==> src/rtl/minmax_pkg.sv <==
// Shared constants and helpers for the pipelined min/max reduction tree.
package minmax_pkg;

    localparam logic MODE_MIN = 1'b0;
    localparam logic MODE_MAX = 1'b1;

    // Width of an element index; never narrower than one bit.
    function automatic int index_width(input int n);
        return (n > 2) ? $clog2(n) : 1;
    endfunction

endpackage

==> src/rtl/minmax_node.sv <==
// Combinational two-input compare/select used at every node of the tree.
// The left input always carries the lower element index.
module minmax_node
    import minmax_pkg::*;
#(
    parameter int WIDTH  = 8,
    parameter int IW     = 2,
    parameter int SIGNED = 0
) (
    input  logic [WIDTH-1:0] left_val,
    input  logic [IW-1:0]    left_idx,
    input  logic [WIDTH-1:0] right_val,
    input  logic [IW-1:0]    right_idx,
    input  logic             mode,
    output logic [WIDTH-1:0] win_val,
    output logic [IW-1:0]    win_idx
);

    logic right_less;
    logic right_greater;
    logic take_right;

    // Strict comparisons so equal values keep the left (lower-index) element.
    always_comb begin
        if (SIGNED != 0) begin
            right_less    = $signed(right_val) < $signed(left_val);
            right_greater = $signed(right_val) > $signed(left_val);
        end else begin
            right_less    = right_val < left_val;
            right_greater = right_val > left_val;
        end
        take_right = (mode == MODE_MAX) ? right_greater : right_less;
        win_val    = take_right ? right_val : left_val;
        win_idx    = take_right ? right_idx : left_idx;
    end

endmodule

==> src/rtl/minmax_tree.sv <==
// Pipelined N-input min/max selector: one registered binary-reduction level
// per tree depth, a single shared stall enable, and the winning index.
module minmax_tree
    import minmax_pkg::*;
#(
    parameter int  WIDTH  = 8,
    parameter int  N      = 4,
    parameter int  SIGNED = 0,
    localparam int IW     = index_width(N)
) (
    input  logic               clk,
    input  logic               rst_n,
    input  logic               in_valid,
    output logic               in_ready,
    input  logic [N*WIDTH-1:0] in_data,
    input  logic               in_mode,
    output logic               out_valid,
    input  logic               out_ready,
    output logic [WIDTH-1:0]   out_data,
    output logic [IW-1:0]      out_idx,
    output logic               out_mode
);

    localparam int LEVELS = $clog2(N);

    logic en;

    // The whole pipe moves together unless a finished result is being held.
    assign en       = !out_valid || out_ready;
    assign in_ready = en;

    for (genvar s = 0; s < LEVELS; s++) begin : g_lvl
        localparam int CNT_IN = (N + (1 << s) - 1) >> s;
        localparam int CNT    = (N + (1 << (s + 1)) - 1) >> (s + 1);

        logic [WIDTH-1:0] src_val  [CNT_IN];
        logic [IW-1:0]    src_idx  [CNT_IN];
        logic             src_mode;
        logic             src_valid;
        logic [WIDTH-1:0] win_val  [CNT];
        logic [IW-1:0]    win_idx  [CNT];
        logic [WIDTH-1:0] node_val [CNT];
        logic [IW-1:0]    node_idx [CNT];
        logic             node_mode;
        logic             node_valid;

        if (s == 0) begin : g_src
            for (genvar k = 0; k < CNT_IN; k++) begin : g_el
                assign src_val[k] = in_data[k*WIDTH +: WIDTH];
                assign src_idx[k] = IW'(k);
            end
            assign src_mode  = in_mode;
            assign src_valid = in_valid;
        end else begin : g_src
            for (genvar k = 0; k < CNT_IN; k++) begin : g_el
                assign src_val[k] = g_lvl[s-1].node_val[k];
                assign src_idx[k] = g_lvl[s-1].node_idx[k];
            end
            assign src_mode  = g_lvl[s-1].node_mode;
            assign src_valid = g_lvl[s-1].node_valid;
        end

        for (genvar j = 0; j < CNT; j++) begin : g_node
            if (2*j + 1 < CNT_IN) begin : g_pair
                minmax_node #(
                    .WIDTH  (WIDTH),
                    .IW     (IW),
                    .SIGNED (SIGNED)
                ) u_node (
                    .left_val  (src_val[2*j]),
                    .left_idx  (src_idx[2*j]),
                    .right_val (src_val[2*j+1]),
                    .right_idx (src_idx[2*j+1]),
                    .mode      (src_mode),
                    .win_val   (win_val[j]),
                    .win_idx   (win_idx[j])
                );
            end else begin : g_pass
                assign win_val[j] = src_val[2*j];
                assign win_idx[j] = src_idx[2*j];
            end
        end

        // Level register: clears on reset, holds while stalled, otherwise advances.
        always_ff @(posedge clk or negedge rst_n) begin
            if (!rst_n) begin
                node_valid <= 1'b0;
                node_mode  <= 1'b0;
                for (int j = 0; j < CNT; j++) begin
                    node_val[j] <= '0;
                    node_idx[j] <= '0;
                end
            end else if (en) begin
                node_valid <= src_valid;
                node_mode  <= src_mode;
                for (int j = 0; j < CNT; j++) begin
                    node_val[j] <= win_val[j];
                    node_idx[j] <= win_idx[j];
                end
            end
        end
    end

    assign out_valid = g_lvl[LEVELS-1].node_valid;
    assign out_data  = g_lvl[LEVELS-1].node_val[0];
    assign out_idx   = g_lvl[LEVELS-1].node_idx[0];
    assign out_mode  = g_lvl[LEVELS-1].node_mode;

endmodule

==> config.mk <==
export PLATFORM = sky130hd
export DESIGN_NAME = minmax_tree
export DESIGN_NICKNAME = d
export VERILOG_FILES = /design/src/rtl/minmax_pkg.sv /design/src/rtl/minmax_node.sv /design/src/rtl/minmax_tree.sv
export SDC_FILE = /design/constraint.sdc
export NUM_CORES = 1
export LEC_CHECK = 0
export BUFFER_PORTS_ARGS = -buffer_cell sky130_fd_sc_hd__buf_2
export CAP_MARGIN = 20
export CORE_ASPECT_RATIO = 1.5
export CORE_MARGIN = 2
export CORE_UTILIZATION = 53
export DETAILED_ROUTE_END_ITERATION = 10
export PLACE_DENSITY_LB_ADDON = 0.15
export SLEW_MARGIN = 20
export SYNTH_ARGS = -nofsm -noshare
export SYNTH_HDL_FRONTEND = slang
export SYNTH_SLANG_ARGS = --single-unit
==> constraint.sdc <==
create_clock -name clk -period 3.5 [get_ports clk]
set_input_delay 0.7 -clock clk [delete_from_list [all_inputs] [get_ports clk]]
set_output_delay 0.7 -clock clk [all_outputs]
set_load 0.02 [all_outputs]
=== Yosys cells after proc, flatten, opt, wreduce, memory -nomap -nowiden ===
Cells that the tools add are included.

* Input port bits: 37
* Word-level logic and storage cells: 27
* Output and inout port bits: 13
* Flip-flop bits (word level): 34

* Multiplexer cells: 9
* Order comparisons: 6
* Reductions and logical operators: 2

{| class="wikitable"
|+ Operators by type and width
! kind !! count
|-
| greater-than comparator 8 bit || 3
|-
| less-than comparator 8 bit || 3
|-
| 2-to-1 mux 8 bit || 3
|-
| 2-to-1 mux 1 bit || 5
|-
| 2-to-1 mux 2 bit || 1
|-
| zero test 1 bit || 1
|-
| logical OR 1 bit || 1
|}

=== Logic depth before layout (Yosys ltp) ===
Gate-level depths: netlist of run 1.

* Depth in word-level cells: 3
* Gate-level depth with buffers: 8
* Mapped depth without buffers: 7

=== By module ===
A second synthesis of run 1 with hierarchy kept.

* Cell total of the unflattened synthesis: 201
* Area, all modules: 2608.8 µm²

{| class="wikitable"
|+ By module, submodules not included
! module !! cells an instance !! instances !! area an instance (µm²) !! seq. area each (µm²)
|-
| minmax_tree || 75 || 1 || 1426.4 || 850.8
|-
| minmax_node || 42 || 3 || 394.1 || 0.0
|}

=== Worst setup path before layout of run 1 ===
OpenSTA, ideal clock, no wires.

* Kind: input -> register
* Start: in in_data[1]
* End: reg g_lvl[0].node_val[10] (netlist bit)
* Library setup time: 0.079 ns
* Arrival: 2.059 ns
* Slack: 1.362 ns
* Data required time: 3.421 ns
* Stages on the path: 8
* Path buffers: 1
* Cell sequence: inv_1 ha_1 nor2b_1 o211a_1 o21a_1 a211oi_2 buf_6 mux2i_1

* Cells in the longest elaborated chain, start to end: 3
* Elaborated cells between the ends (all ways): 4
* Those cells by class: order compare: 2; mux: 2

{| class="wikitable"
|+ RTL lines
! item !! line !! text
|-
| start, declared || minmax_tree.sv:15 || <nowiki>input logic [N*WIDTH-1:0] in_data,</nowiki>
|-
| less-than comparator 8 bit or greater-than comparator 8 bit (tied branches) || minmax_node.sv:29, minmax_node.sv:30 ||
|-
| 2-to-1 mux 1 bit * || minmax_node.sv:32 || <nowiki>take_right = (mode == MODE_MAX) ? right_greater : right_less;</nowiki>
|-
| 2-to-1 mux 8 bit * || minmax_node.sv:33 || <nowiki>win_val = take_right ? right_val : left_val;</nowiki>
|-
| end signal, assigned by index || minmax_tree.sv:97 || <nowiki>node_val[j] <= win_val[j];</nowiki>
|-
| end, declared || minmax_tree.sv:42 || <nowiki>logic [WIDTH-1:0] node_val [CNT];</nowiki>
|}

Every way passes the cells marked *; elsewhere a longest branch is shown, timed or not.
A chain may end at the register's enable or synchronous reset.

=== Worst setup path after layout of run 1 ===
* Start: in in_data[23]
* End: reg g_lvl[0].node_val[6] (netlist bit)

Same word-level chain as after synthesis.

==> flow_summary.yaml, run 1 <==
status:
  outcome: "finished, final reports clean"
placed_design:
  hpwlAfterDp_um: 3780
  io_buffers: 49
  dpl_cell_area_um2: 2570
  place_congestion: 0.834
global_route:
  grt_pass1_vias: 1958
  antenna_found_initial: 0
  overflow: 0
  grt_use_total: 0.224
  grt_first_pass_wirelength_um: 8580
  grt_max_degree: 67
cells_and_area:
  fillCellCount: 394
  syn2layout_area_growth_pct: 13.8
  finalInstanceArea_um2: 2660
  diodes: 0
  nNetsFinal: 366
  utilization: 0.625
  drive_gt1_frac: 0.200
worst_setup_path:
  crit_path_end_kind: "flip-flop"
  r2r_cells: 6
  cp_max_fo: 9
  worstSetupPathType: "input port to flip-flop"
  path_cells: "buf_2, inv_1, ha_1, a41oi_1, o21ai_0, o211ai_1, o311a_1, mux2i_1"
  cp.required_ns: 3.70
  worstPathArrival_ns: 2.41
  cpMaxStageDelayCell: "o311a_1"
  start_kind: "input port"
  cpPeakStageDelay_ns: 0.52
route:
  wl_per_cell_um: 14.1
  dr.first_iter.drc_count: 47
  routed_wl_um: 4970
  route.detailed.drc: 0
  viasPerCell: 5.56
  vias: 1953
  drt_first_pass_iters: 4
  ant_nets: 0
timing:
  hold_ws_ns: 0.465
  finalCriticalPeriod_ns: 2.21
  rsz0062_at_grt: "no"
  finalClockSkew_ns: 0.00308
  slew_headroom: 0.506
  fin_crit_sh: 0.631
  worst_pin_slew_ns: 0.740
  finalSetupViolations: 0
  hold_violations: 0
  fmax_ghz: 0.453
  timing.final.max_slew_violations: 0
  setup-tns-final_ns: 0
synth:
  synth_xor_area_frac: 0
  synth_top_family_by_area: "compound AO/OA/AOI/OAI gates"
  avgSynthCellArea_um2: 9.04
  synth_fa_ha_area_frac: 0.129
  synth_cells: 258
  async_flop_share: 1.00
  yosysWarnings: 0
  syn_area_um2: 2330
  ys_seq_area_frac: 0.354
  synth_mux_area_frac: 0.107
  synth_compound_gate_area_share: 0.197
  ys.flop_type: "dfrtp_1"
  ys_seq_elements: 33
  synth-simple-area-share: 0.131
  syn_nets: 319
  synth.distinct_cells: 32
  synth_edf_count: 0
floorplanning:
  io_pins: 50
  die_area_um2: 4960
  num_rows: 29
  fp.dieW_um: 58.2
  start_util: 0.549
  die_h_um: 85.2
  core_region_area_um2: 4250
job:
  cap_violations: 0
cts:
  cts_max_path_buffers: 2
  cts-root-buf: "clkbuf_8"
  postCtsSetupBuffers: 0
  clk_pin_slew_ns: 0.06
  insertion_delay_ns: 0.28
  ctsHtreeMaxLevel: 2
  cts_tree: "built"
  numClockSinks: 33
  cts_resized: 0
  hold_buffers: 0
  numCtsBuffers: 5
power:
  p_per_area_nw_per_um2: 542
  total_power_uw: 1440
  p_leak_uw: 0.00141
  ir_worst_vdd_mv: 0.457
hold_path:
  hold_depth: 2
  hold_class: "flip-flop to flip-flop"
-- sequential cells by signal, summed over array words and instances (netlist names) --
signal and flops:
g_lvl.node_mode 1, out_data 8, g_lvl.node_idx 3, g_lvl.node_valid 1
out_valid 1, g_lvl.node_val 16, out_idx 2, out_mode 1
-- metrics by stage --
stage          cells  setup WS (ns)
2_1_floorplan    258           1.36
3_3_place_gp     344           1.09
3_5_place_dp     344           1.00
4_1_cts          351           1.29
5_1_grt          351           1.12
6_report         351           1.29
-- worst max-delay path: cells and delay by family --
family / cells / cell delay, ns
AOI/OAI and AO/OA: 4 / 0.99
adders and majority gates: 1 / 0.32
buffers and inverters: 2 / 0.13
muxes: 1 / 0.25
-- placed cells by master (no fill, tap or decap), types with 2 or more instances in the layout --
cell type  Yosys  routed
clkbuf_8       0       6
nand2b_1       2       2
dfrtp_1       33      33
nor2b_1        4       4
mux2i_1       25      25
nor2_1        11      11
buf_2          3      49
and2_1        17      17
o211a_1        2       2
buf_4          1       3
nand2_1       13      13
ha_1          24      24
a211o_1        2       2
o21ai_0        5       5
a21oi_1       61      61
inv_1         27      26
o311a_1        2       2
nand4_1        4       4
o211ai_1       4       4
-- power by group --
group	switching (uW)	internal [uW]	leakage, uW
logic	354	250	0.000977
registers	62.8	489	0.000393
clock network	127	156	0.0000443
-- final timing paths --
| path | slack (ns) | startpoint | to |
|---|---|---|---|
| max | 1.29 | in_data[23] | g_lvl[0].node_val[6] |
| min | 0.46 | out_mode | out_mode |
| max reg2reg | 1.44 | g_lvl[0].node_val[1] | out_data[0] |
| min reg2reg | 0.46 | out_mode | out_mode |
| max in group asynchronous | 2.54 | rst_n | out_data[4] |
| min in group asynchronous | 0.48 | rst_n | out_data[0] |
-- cells in the mapped netlist (3+ instances only) --
master	instances	area share
buf_2	3	0.0064
nand4_1	4	0.011
dfrtp_1	33	0.35
buf_6	3	0.014
o211ai_1	4	0.013
clkbuf_1	3	0.0048
a21oi_1	61	0.13
and2_1	17	0.046
nand2_1	13	0.021
o21ai_0	5	0.011
ha_1	24	0.13
nor2b_1	4	0.011
mux2i_1	25	0.11
nor2_1	11	0.018
inv_1	27	0.043
-- cells by family (layout without fill, tap and decap cells) --
group / after synthesis / after routing
AND/OR/NAND/NOR: 56 / 56
adder cells (fa/ha/maj): 24 / 24
AO/OA/AOI/OAI: 81 / 81
buffers and inverters: 39 / 86
flip-flops: 33 / 33
multiplexers: 25 / 25
-- metal layers --
| metal | share of wire | global-route usage | routed length (um) |
|---|---|---|---|
| met5 | 0 | 0 | 0 |
| met4 | 0.013 | 0.0698 | 64 |
| met3 | 0.035 | 0.0488 | 174 |
| met2 | 0.52 | 0.400 | 2600 |
| met1 | 0.43 | 0.260 | 2130 |
-- layout make-up --
| cell class | instances | area (um2) | share of cell area |
|---|---|---|---|
| sequential | 33 | 826 | 0.311 |
| clock buffer | 7 | 86.3 | 0.0325 |
| timing repair buffer | 52 | 268 | 0.101 |
| inverter | 27 | 101 | 0.0382 |
| multi-input combinational | 186 | 1320 | 0.496 |
| tap | 46 | 57.6 | 0.0217 |
Note: power is estimated with default switching activity, not from simulation.
==> inputs of run 2 (changes only) <==
==> constraint.sdc (replaced) <==
create_clock -name clk -period 2.3 [get_ports clk]
set_input_delay 0.46 -clock clk [delete_from_list [all_inputs] [get_ports clk]]
set_output_delay 0.46 -clock clk [all_outputs]
set_load 0.02 [all_outputs]
==> flow_summary.yaml, run 2 (synthesis gave the netlist of run 1 again) <==
global_route:
  antenna_found_initial: 0
  grt_max_degree: 41
  grt_use_total: 0.231
  overflow: 0
  grt_pass1_vias: 1937
  grt_first_pass_wirelength_um: 8820
placed_design:
  place_congestion: 0.819
  io_buffers: 49
  dp.cells: 347
  dpl_cell_area_um2: 2590
  hpwlAfterDp_um: 3800
timing:
  finalCriticalPeriod_ns: 1.91
  fmax_ghz: 0.522
  setup-tns-final_ns: 0
  hold_violations: 0
  finalSetupViolations: 0
  fin_crit_sh: 0.832
  slew_headroom: 0.509
  rsz0062_at_grt: "no"
  finalClockSkew_ns: 0.00483
  worst_pin_slew_ns: 0.737
  timing.final.max_slew_violations: 0
route:
  routed_wl_um: 5080
  dr.first_iter.drc_count: 28
  drt_first_pass_iters: 4
  vias: 1994
  wl_per_cell_um: 14.3
  ant_nets: 0
  route.detailed.drc: 0
  viasPerCell: 5.62
worst_setup_path:
  worstPathArrival_ns: 2.12
  worstSetupPathType: "input port to flip-flop"
  startpoint: "in_data[23]"
  crit_path_end_kind: "flip-flop"
  r2r_slack_ns: 0.41
  cp_max_fo: 9
  start_kind: "input port"
  cp.required_ns: 2.51
  r2r-start: "g_lvl[0].node_val[1]"
cells_and_area:
  instances_no_fill: 355
  multi_input_area_um2: 1320
  largest_reg_flops: 16
  nNetsFinal: 369
  finalInstanceArea_um2: 2710
  layout_commonest_cell: "a21oi_1"
  fillCellCount: 373
  drive_gt1_frac: 0.210
  max_flop_register: "g_lvl.node_val"
  layout_common_cells: "a21oi_1 (61), buf_2 (49), dfrtp_1 (33), inv_1 (26), mux2i_1 (25)"
  diodes: 0
  seq_area_um2: 826
  syn2layout_area_growth_pct: 16.1
cts:
  cts_resized: 0
  hold_buffers: 0
  clk_pin_slew_ns: 0.07
  cts-root-buf: "clkbuf_8"
  numCtsBuffers: 5
  postCtsSetupBuffers: 0
  cts_tree: "built"
  cts_max_path_buffers: 2
  ctsHtreeMaxLevel: 2
  numClockSinks: 33
  insertion_delay_ns: 0.29
job:
  cap_violations: 0
floorplanning:
  die_area_um2: 4960
  fp.dieW_um: 58.2
  die_h_um: 85.2
  start_util: 0.549
  num_rows: 29
  core_region_area_um2: 4250
  io_pins: 50
power:
  total_power_uw: 2360
  p_per_area_nw_per_um2: 870
  ir_worst_vdd_mv: 0.989
  p_leak_uw: 0.00144
hold_path:
  hold_class: "input port to asynchronous set/reset pin"
status:
  outcome: "finished, final reports clean"
[run 2: final cells by class]
cell class | count | share of cell area
Timing Repair Buffer | 55 | 0.107
Clock buffer | 7 | 0.0319
Sequential cell | 33 | 0.305
Inverter | 27 | 0.0374
Multi-Input combinational cell | 186 | 0.486
Tap cell | 46 | 0.0213
Clock inverter | 1 | 0.0111
[run 2: critical path, stage by stage]
cell,delay [ns]
buf_2,0.09
inv_1,0.04
ha_1,0.32
a41oi_1,0.20
o21ai_0,0.14
o211ai_1,0.11
o311a_1,0.52
mux2i_1,0.24
[run 2: per-layer routing]
metal	up-vias	routed length, um	GRT usage
li1	1003	-	-
met1	947	2210	0.287
met2	39	2630	0.395
met3	5	155	0.0412
met4	0	80	0.0825
met5	-	0	0
[run 2: path summary, 6_finish.rpt]
path	cells past startpoint	endpoint
worst max-delay path	8	g_lvl[0].node_val[3]
worst min-delay path	1	out_valid
worst max register to register	7	out_data[7]
worst min register to register	2	out_mode
max in group asynchronous	1	out_data[7]
min in group clk	3	g_lvl[0].node_valid
[run 2: report_power, final]
part	switching (uW)	total (uW)	internal (uW)
clock	216	569	353
combinational	544	948	404
sequential	95.4	839	744
[run 2: stage by stage]
step	hold slack, ns	util	worst slack (ns)
6_report	0.234	0.638	0.386
5_1_grt	0.301	0.638	0.178
4_1_cts	0.248	0.638	0.381
3_5_place_dp	0.463	0.610	0.0933
3_3_place_gp	0.446	0.610	0.133
2_1_floorplan	0.164	-	0.402
